<file path="src/rtl/hazard_ctrl.sv">
// Pipeline sequencing controller: stalls, branch squash, post-reset drain, halt/resume.
// Define HAZARD_PERF_CNT_EN to build the saturating stall/flush performance counters.
module hazard_ctrl #(
    parameter int unsigned DRAIN_CYCLES = 4
) (
    input  logic        clk,
    input  logic        reset,
    input  logic        halt_req,
    input  logic [4:0]  Rn_id,
    input  logic [4:0]  Ab_id,
    input  logic        uses_rn_id,
    input  logic        uses_ab_id,
    input  logic        cond_id,
    input  logic        MemtoReg_ex,
    input  logic        RegWrite_ex,
    input  logic [4:0]  Rd_ex,
    input  logic        update_ex,
    input  logic        BrTaken,
    output logic        pc_write,
    output logic        if_id_write,
    output logic        id_ex_bubble,
    output logic        flush_if_id,
    output logic        flush_id_ex,
    output logic        flush_ex_mem,
    output logic        halted,
    output logic [1:0]  state,
    output logic [31:0] stall_count,
    output logic [31:0] flush_count
);

    localparam logic [1:0] ST_DRAIN   = 2'd0;
    localparam logic [1:0] ST_RUN     = 2'd1;
    localparam logic [1:0] ST_HALTING = 2'd2;
    localparam logic [1:0] ST_HALTED  = 2'd3;

    localparam logic [3:0] DRAIN_LOAD = 4'(DRAIN_CYCLES - 1);
    localparam logic [3:0] HALT_LOAD  = 4'd2;

    logic [1:0] r_state;
    logic [3:0] r_cnt;
    logic [1:0] w_next_state;
    logic [3:0] w_next_cnt;
    logic       w_load_use;
    logic       w_flag_use;
    logic       w_stall;

    assign w_load_use = MemtoReg_ex & RegWrite_ex & (Rd_ex != 5'd31) &
                        ((uses_rn_id & (Rn_id == Rd_ex)) | (uses_ab_id & (Ab_id == Rd_ex)));
    assign w_flag_use = cond_id & update_ex;
    assign w_stall    = w_load_use | w_flag_use;

    assign state = r_state;

    always_comb begin
        pc_write     = 1'b0;
        if_id_write  = 1'b0;
        id_ex_bubble = 1'b1;
        flush_if_id  = 1'b0;
        flush_id_ex  = 1'b0;
        flush_ex_mem = 1'b0;
        halted       = 1'b0;
        case (r_state)
            ST_DRAIN: begin
                flush_if_id  = 1'b1;
                flush_id_ex  = 1'b1;
                flush_ex_mem = 1'b1;
            end
            ST_RUN: begin
                // A halt request takes effect in its own cycle, so it behaves like HALTING.
                if (halt_req) begin
                    if (BrTaken) begin
                        pc_write     = 1'b1;
                        flush_if_id  = 1'b1;
                        flush_id_ex  = 1'b1;
                        flush_ex_mem = 1'b1;
                    end
                end else if (BrTaken) begin
                    pc_write     = 1'b1;
                    if_id_write  = 1'b1;
                    id_ex_bubble = 1'b0;
                    flush_if_id  = 1'b1;
                    flush_id_ex  = 1'b1;
                    flush_ex_mem = 1'b1;
                end else if (!w_stall) begin
                    pc_write     = 1'b1;
                    if_id_write  = 1'b1;
                    id_ex_bubble = 1'b0;
                end
            end
            ST_HALTING: begin
                if (BrTaken) begin
                    pc_write     = 1'b1;
                    flush_if_id  = 1'b1;
                    flush_id_ex  = 1'b1;
                    flush_ex_mem = 1'b1;
                end
            end
            default: begin
                halted = 1'b1;
            end
        endcase
    end

    always_comb begin
        w_next_state = r_state;
        w_next_cnt   = r_cnt;
        case (r_state)
            ST_DRAIN: begin
                if (r_cnt == 4'd0) w_next_state = ST_RUN;
                else               w_next_cnt   = r_cnt - 4'd1;
            end
            ST_RUN: begin
                if (halt_req) begin
                    w_next_state = ST_HALTING;
                    w_next_cnt   = HALT_LOAD;
                end
            end
            ST_HALTING: begin
                if (r_cnt == 4'd0) w_next_state = ST_HALTED;
                else               w_next_cnt   = r_cnt - 4'd1;
            end
            default: begin
                if (!halt_req) w_next_state = ST_RUN;
            end
        endcase
    end

    always_ff @(posedge clk or posedge reset) begin
        if (reset) begin
            r_state <= ST_DRAIN;
            r_cnt   <= DRAIN_LOAD;
        end else begin
            r_state <= w_next_state;
            r_cnt   <= w_next_cnt;
        end
    end

`ifdef HAZARD_PERF_CNT_EN
    logic [31:0] r_stall_cnt;
    logic [31:0] r_flush_cnt;
    logic        w_stall_inc;
    logic        w_flush_inc;

    assign w_stall_inc = (r_state == ST_RUN) & ~halt_req & ~BrTaken & w_stall;
    assign w_flush_inc = BrTaken & ((r_state == ST_RUN) | (r_state == ST_HALTING));

    always_ff @(posedge clk or posedge reset) begin
        if (reset) begin
            r_stall_cnt <= '0;
            r_flush_cnt <= '0;
        end else begin
            if (w_stall_inc && (r_stall_cnt != '1)) r_stall_cnt <= r_stall_cnt + 32'd1;
            if (w_flush_inc && (r_flush_cnt != '1)) r_flush_cnt <= r_flush_cnt + 32'd1;
        end
    end

    assign stall_count = r_stall_cnt;
    assign flush_count = r_flush_cnt;
`else
    assign stall_count = '0;
    assign flush_count = '0;
`endif

endmodule
</file>
<file path="config.mk">
export PLATFORM = sky130hd
export DESIGN_NAME = hazard_ctrl
export DESIGN_NICKNAME = d
export VERILOG_FILES = /design/src/rtl/hazard_ctrl.sv
export SDC_FILE = /design/constraint.sdc
export NUM_CORES = 1
export LEC_CHECK = 0
export ABC_CLOCK_PERIOD_IN_PS = 3200
export CAP_MARGIN = 40
export CORE_UTILIZATION = 36
export CTS_BUF_LIST = sky130_fd_sc_hd__clkbuf_16
export CTS_CLUSTER_SIZE = 28
export DETAILED_ROUTE_END_ITERATION = 8
export HOLD_SLACK_MARGIN = 0.12
export PLACE_DENSITY = 0.92
export SLEW_MARGIN = 25
export SYNTH_ARGS = -nofsm -noshare
export SYNTH_HDL_FRONTEND = slang
export SYNTH_SLANG_ARGS = --single-unit
</file>
<file path="constraint.sdc">
create_clock -name clk -period 3.2 [get_ports clk]
set_clock_uncertainty 0.05 [all_clocks]
set_input_delay 0.8 -clock clk [delete_from_list [all_inputs] [get_ports clk]]
set_output_delay 0.8 -clock clk [all_outputs]
set_load 0.05 [all_outputs]
</file>
### Yosys cells after proc, flatten, opt, wreduce, memory -nomap -nowiden

Cells that the tools add are included.

* reductions and logical operators: 8
* equal/unequal tests: 10
* bitwise operators: 8
* add/subtract/negate cells: 1
* shifts and indexed selects: 0
* magnitude comparators: 0
* multiplexer cells: 21
* multiply operators: 0
* divide/modulo/power cells: 0

Operator list (number)
* 2-to-1 mux 1 bit: 11
* equality test 5 bit: 2
* 2-to-1 mux 2 bit: 4
* 2-to-1 mux 4 bit: 2
* inequality test 2 bit, second input constant: 4
* one-hot mux 4 bit (2 select lines): 1
* AND 1 bit: 6
* one-hot mux 2 bit (3 select lines): 1
* inequality test 5 bit, second input constant: 1
* zero test 4 bit: 1
* inequality test 4 x 1 -> 1 bit, second input constant: 1
* one-hot mux 1 bit (2 select lines): 2
* AND reduction 4 bit: 1
* OR reduction 2 bit: 2
* subtractor 4 x 1 -> 4 bit, second input constant: 1
* AND reduction 3 bit: 1
* OR reduction 3 bit: 1
* equality test 2 x 1 -> 1 bit, second input constant: 1
* equality test 2 bit, second input constant: 1
* zero test 2 bit: 1
* bitwise OR 1 bit: 2
* nonzero test 2 bit: 1

* latch bits: 0
* memories: 0
* bits in read-only memories: 0
* output and inout port bits: 73
* input bits: 25
* register bits: 6
* bits in writable memories: 0
* word-level logic and storage cells: 50

### Logic depth before layout (Yosys ltp)

* word-level depth: 9
* gate-level depth with buffers: 7
* depth with buffers taken out: 6

### Worst setup path after synthesis

OpenSTA, ideal clock, no wires.

* kind: register to output
* from: reg r_state[0] (netlist: state[0])
* to: out if_id_write
* data arrival time: 2624 ps
* setup slack: -274 ps
* required time: 2350 ps
* stages on the path, launching flop included: 4
* buffers on the path: 0
* cells stage by stage: dfrtp_1 > ha_1 > or2b_4 > a211oi_1

* word-level cells in the longest chain between the ends: 2

Ends and longest elaborated chain
* start, declared: line 39 `logic [1:0] r_state;`
* start signal, assigned: line 133 `r_state <= w_next_state;`
* equality test 2 x 1 -> 1 bit: line 62 `case (r_state)`
* 2-to-1 mux 1 bit: line 62
* end, declared: line 20 `output logic if_id_write,`

Every way passes these cells.

### Final worst setup path

* from: in BrTaken
* to: out pc_write

* word-level cells in the longest chain between the ends: 3
* elaborated cells between the ends (all ways): 4
* classes of those cells: 4 x mux

Ends and longest elaborated chain
* start, declared: line 18 `input logic BrTaken,`
* 2-to-1 mux 1 bit, on equally long branches: line 77, 71, 91
* 2-to-1 mux 1 bit: line 70 `if (halt_req) begin`
* one-hot mux 1 bit (2 select lines) (*): line 62
* end, declared: line 19 `output logic pc_write,`

Mark *: on every way between the ends. The rest lies on a longest branch, timed or not.

==> flow_summary.yaml <==
status:
  status: "finished clean"
floorplan:
  initial_core_util_pct: 38.6
  io_pins: 98
  coreArea_um2: 3130
  die_area_um2: 3590
  rows: 20
  die_y_um: 59.9
  fp.dieW_um: 59.9
global_route:
  grt.overflow.total: 0
  track_usage_pct: 12.1
  grt_pass1_wl_um: 3300
  grt_max_degree: 11
  antenna_found_initial: 0
  grt_pass1_vias: 752
clock_tree:
  cts_made_buffers: 3
  insertion_delay_ns: 0.23
  cts.sinks: 6
  clk_pin_slew_worst_paths_ns: 0.03
  root_buffer: "clkbuf_16"
  clockBufferDepth: 2
  cts_setup_buffers: 0
  cts_tree: "yes"
  cts-htree-levels: 1
worst_setup_path:
  crit_type: "input port to output pin"
  worstReg2RegEnd: "r_cnt[3]"
  end_kind: "output pin"
  reg2reg_depth: 6
  r2r_slack_ns: 1.20
  timing.rr.start: "r_cnt[0]"
  start_kind: "input port"
  worstPathMaxFanout: 5
  required_ns: 2.35
  cp_data_arrival_time_ns: 2.21
yosys:
  netlist_area_um2: 1210
  synth_cell_types: 36
  synth_warnings: 0
  seq_area_frac_synth_pct: 12.7
  synthMuxAreaShare_pct: 0
  synth_xor_area_share_pct: 7.26
  yosys.area_share.simple_pct: 13.6
  post_synth.cell_area_avg_um2: 7.88
  ys_seq_elements: 6
  netlist_instances: 153
  synth_compound_area_share_pct: 15.5
  synthAdderAreaFrac_pct: 6.22
  synth_top_family_by_area: "buffers and inverters"
pwr:
  power.total_w: 0.00128
  p_per_area_nw_per_um2: 868
  peakVddDrop_uv: 217
  power_leakage_nw: 0.726
layout:
  layout-drive-gt1-share_pct: 11.8
  diodes: 0
  stdcell_area_um2: 1470
  mostFrequentLayoutCell: "conb_1"
  area_delta_synth_final_pct: 21.9
  final_cell_mix: "64 x conb_1, 27 x clkdlybuf4s50_1, 11 x nand2_1"
  nNetsFinal: 218
run:
  drv_cap: 0
placed_design:
  place.gp.congestion: 0.781
  portBuffers: 33
  placed_cell_area_um2: 1380
  place_hpwl_um: 1910
  post-place-ws_ns: 0.0360
sta:
  fin_crit_sh_pct: 95.6
  hold_viol: 0
  rsz0062_at_grt: "no"
  fmax_mhz: 327
  fin_ws_ns: 0.141
  fin_crit_ns: 3.06
  drv_slew: 0
  setup_viol: 0
  timing.setup.tns_ns: 0
routing:
  via_count: 929
  routed_via_density: 4.04
  drc_errors: 0
  post_drt_wl_per_cell_um: 9.90
  drtIter0Drc: 44
  ant_nets: 0
  finalWirelength_um: 2280
  firstDrtPassIters: 4
min_path:
  min_path_type: "flop to flop"
  min_from: "r_cnt[1]"
  whs_path_depth: 2
  min_to: "r_cnt[1]"
## metrics by stage
step	util (%)	hold slack [ns]	cells
5_1_grt	47.0	0.460	230
4_1_cts	46.6	0.440	230
3_3_place_gp	44.1	0.424	226
3_5_place_dp	44.1	0.436	226
2_1_floorplan	-	0.411	216
6_report	47.0	0.438	230
## metal layers
layer	vias up	share of wire [%]	GRT usage [%]
met5	-	0	0
met3	2	7.5	4.76
met2	55	56	22.5
li1	441	-	-
met4	0	0.18	2.66
met1	431	36	12.7
## how the worst max path moves through the flow
stage,cells past startpoint,start,to
2_1_floorplan,5,state[0],pc_write
3_3_place_gp,5,Rd_ex[4],id_ex_bubble
3_5_place_dp,5,Rd_ex[3],pc_write
4_1_cts,5,Rd_ex[3],pc_write
5_1_grt,6,Rd_ex[3],id_ex_bubble
6_report,5,BrTaken,pc_write
## critical path: stages
cell and delay, ns:
clkdlybuf4s50_1 0.58, nor2_1 0.12, a211o_1 0.28, a21oi_1 0.25, buf_12 0.18
## final cells by class
type	count	area, um2
Clock buffer	3	75.1
Clock inverter	1	3.75
Fill cell	327	1660
Inverter	7	26.3
Multi-Input combinational cell	135	772
Sequential cell	6	153
Tap cell	44	55.1
Timing Repair Buffer	34	385
## repair_timing
item / 4_1_cts / 5_1_grt
resized for setup: 0 / 2
hold buffers: 0 / 0
setup endpoints to repair: 0 / 3
## flip-flops by register name, summed over array words and instances, names as in the netlist
name / count
r_cnt: 4
state: 2
## logic make-up (layout without fill, tap and decap cells)
| logic type | Yosys count | in the layout |
|---|---|---|
| AO/OA/AOI/OAI | 24 | 24 |
| buffers and inverters | 75 | 45 |
| XOR/XNOR | 10 | 10 |
| other | 1 | 64 |
| flip-flops | 6 | 6 |
| AND/OR/NAND/NOR | 31 | 31 |
| adder cells (fa/ha/maj) | 6 | 6 |
## Yosys cell counts
library cell,instances,area share [%]
o22ai_1,2,1.0
o21bai_1,1,0.62
nand3_1,1,0.41
nor4b_1,1,0.73
nand2_1,11,3.4
o211a_1,1,0.83
and2_1,1,0.52
or2b_4,1,0.93
buf_1,1,0.31
inv_1,7,2.2
a21oi_1,3,1.2
or3_2,1,0.62
o21a_1,2,1.2
a211oi_2,1,1.0
a211o_1,2,1.5
ha_1,6,6.2
and4_1,1,0.73
or4_1,1,0.62
nand4_1,2,1.0
a21o_2,1,0.73
dfstp_2,2,4.4
a2bb2oi_1,1,0.73
or3b_1,1,0.73
or2_2,1,0.52
nor2_1,5,1.6
buf_6,1,0.93
dfrtp_1,4,8.3
o211ai_4,1,1.8
buf_4,66,41
a211oi_1,3,1.9
nor3_1,3,1.2
a32o_1,1,0.83
o21ai_0,5,2.1
conb_1,1,0.31
xnor2_1,10,7.3
and3_1,1,0.52
## report_power, final
part | switching (W) | leakage [nW] | internal, W
clock | 0.0000434 | 0.0423 | 0.000162
sequential | 0.0000389 | 0.0699 | 0.000114
combinational | 0.000594 | 0.614 | 0.000323
Note: power is estimated with default switching activity, not from simulation.
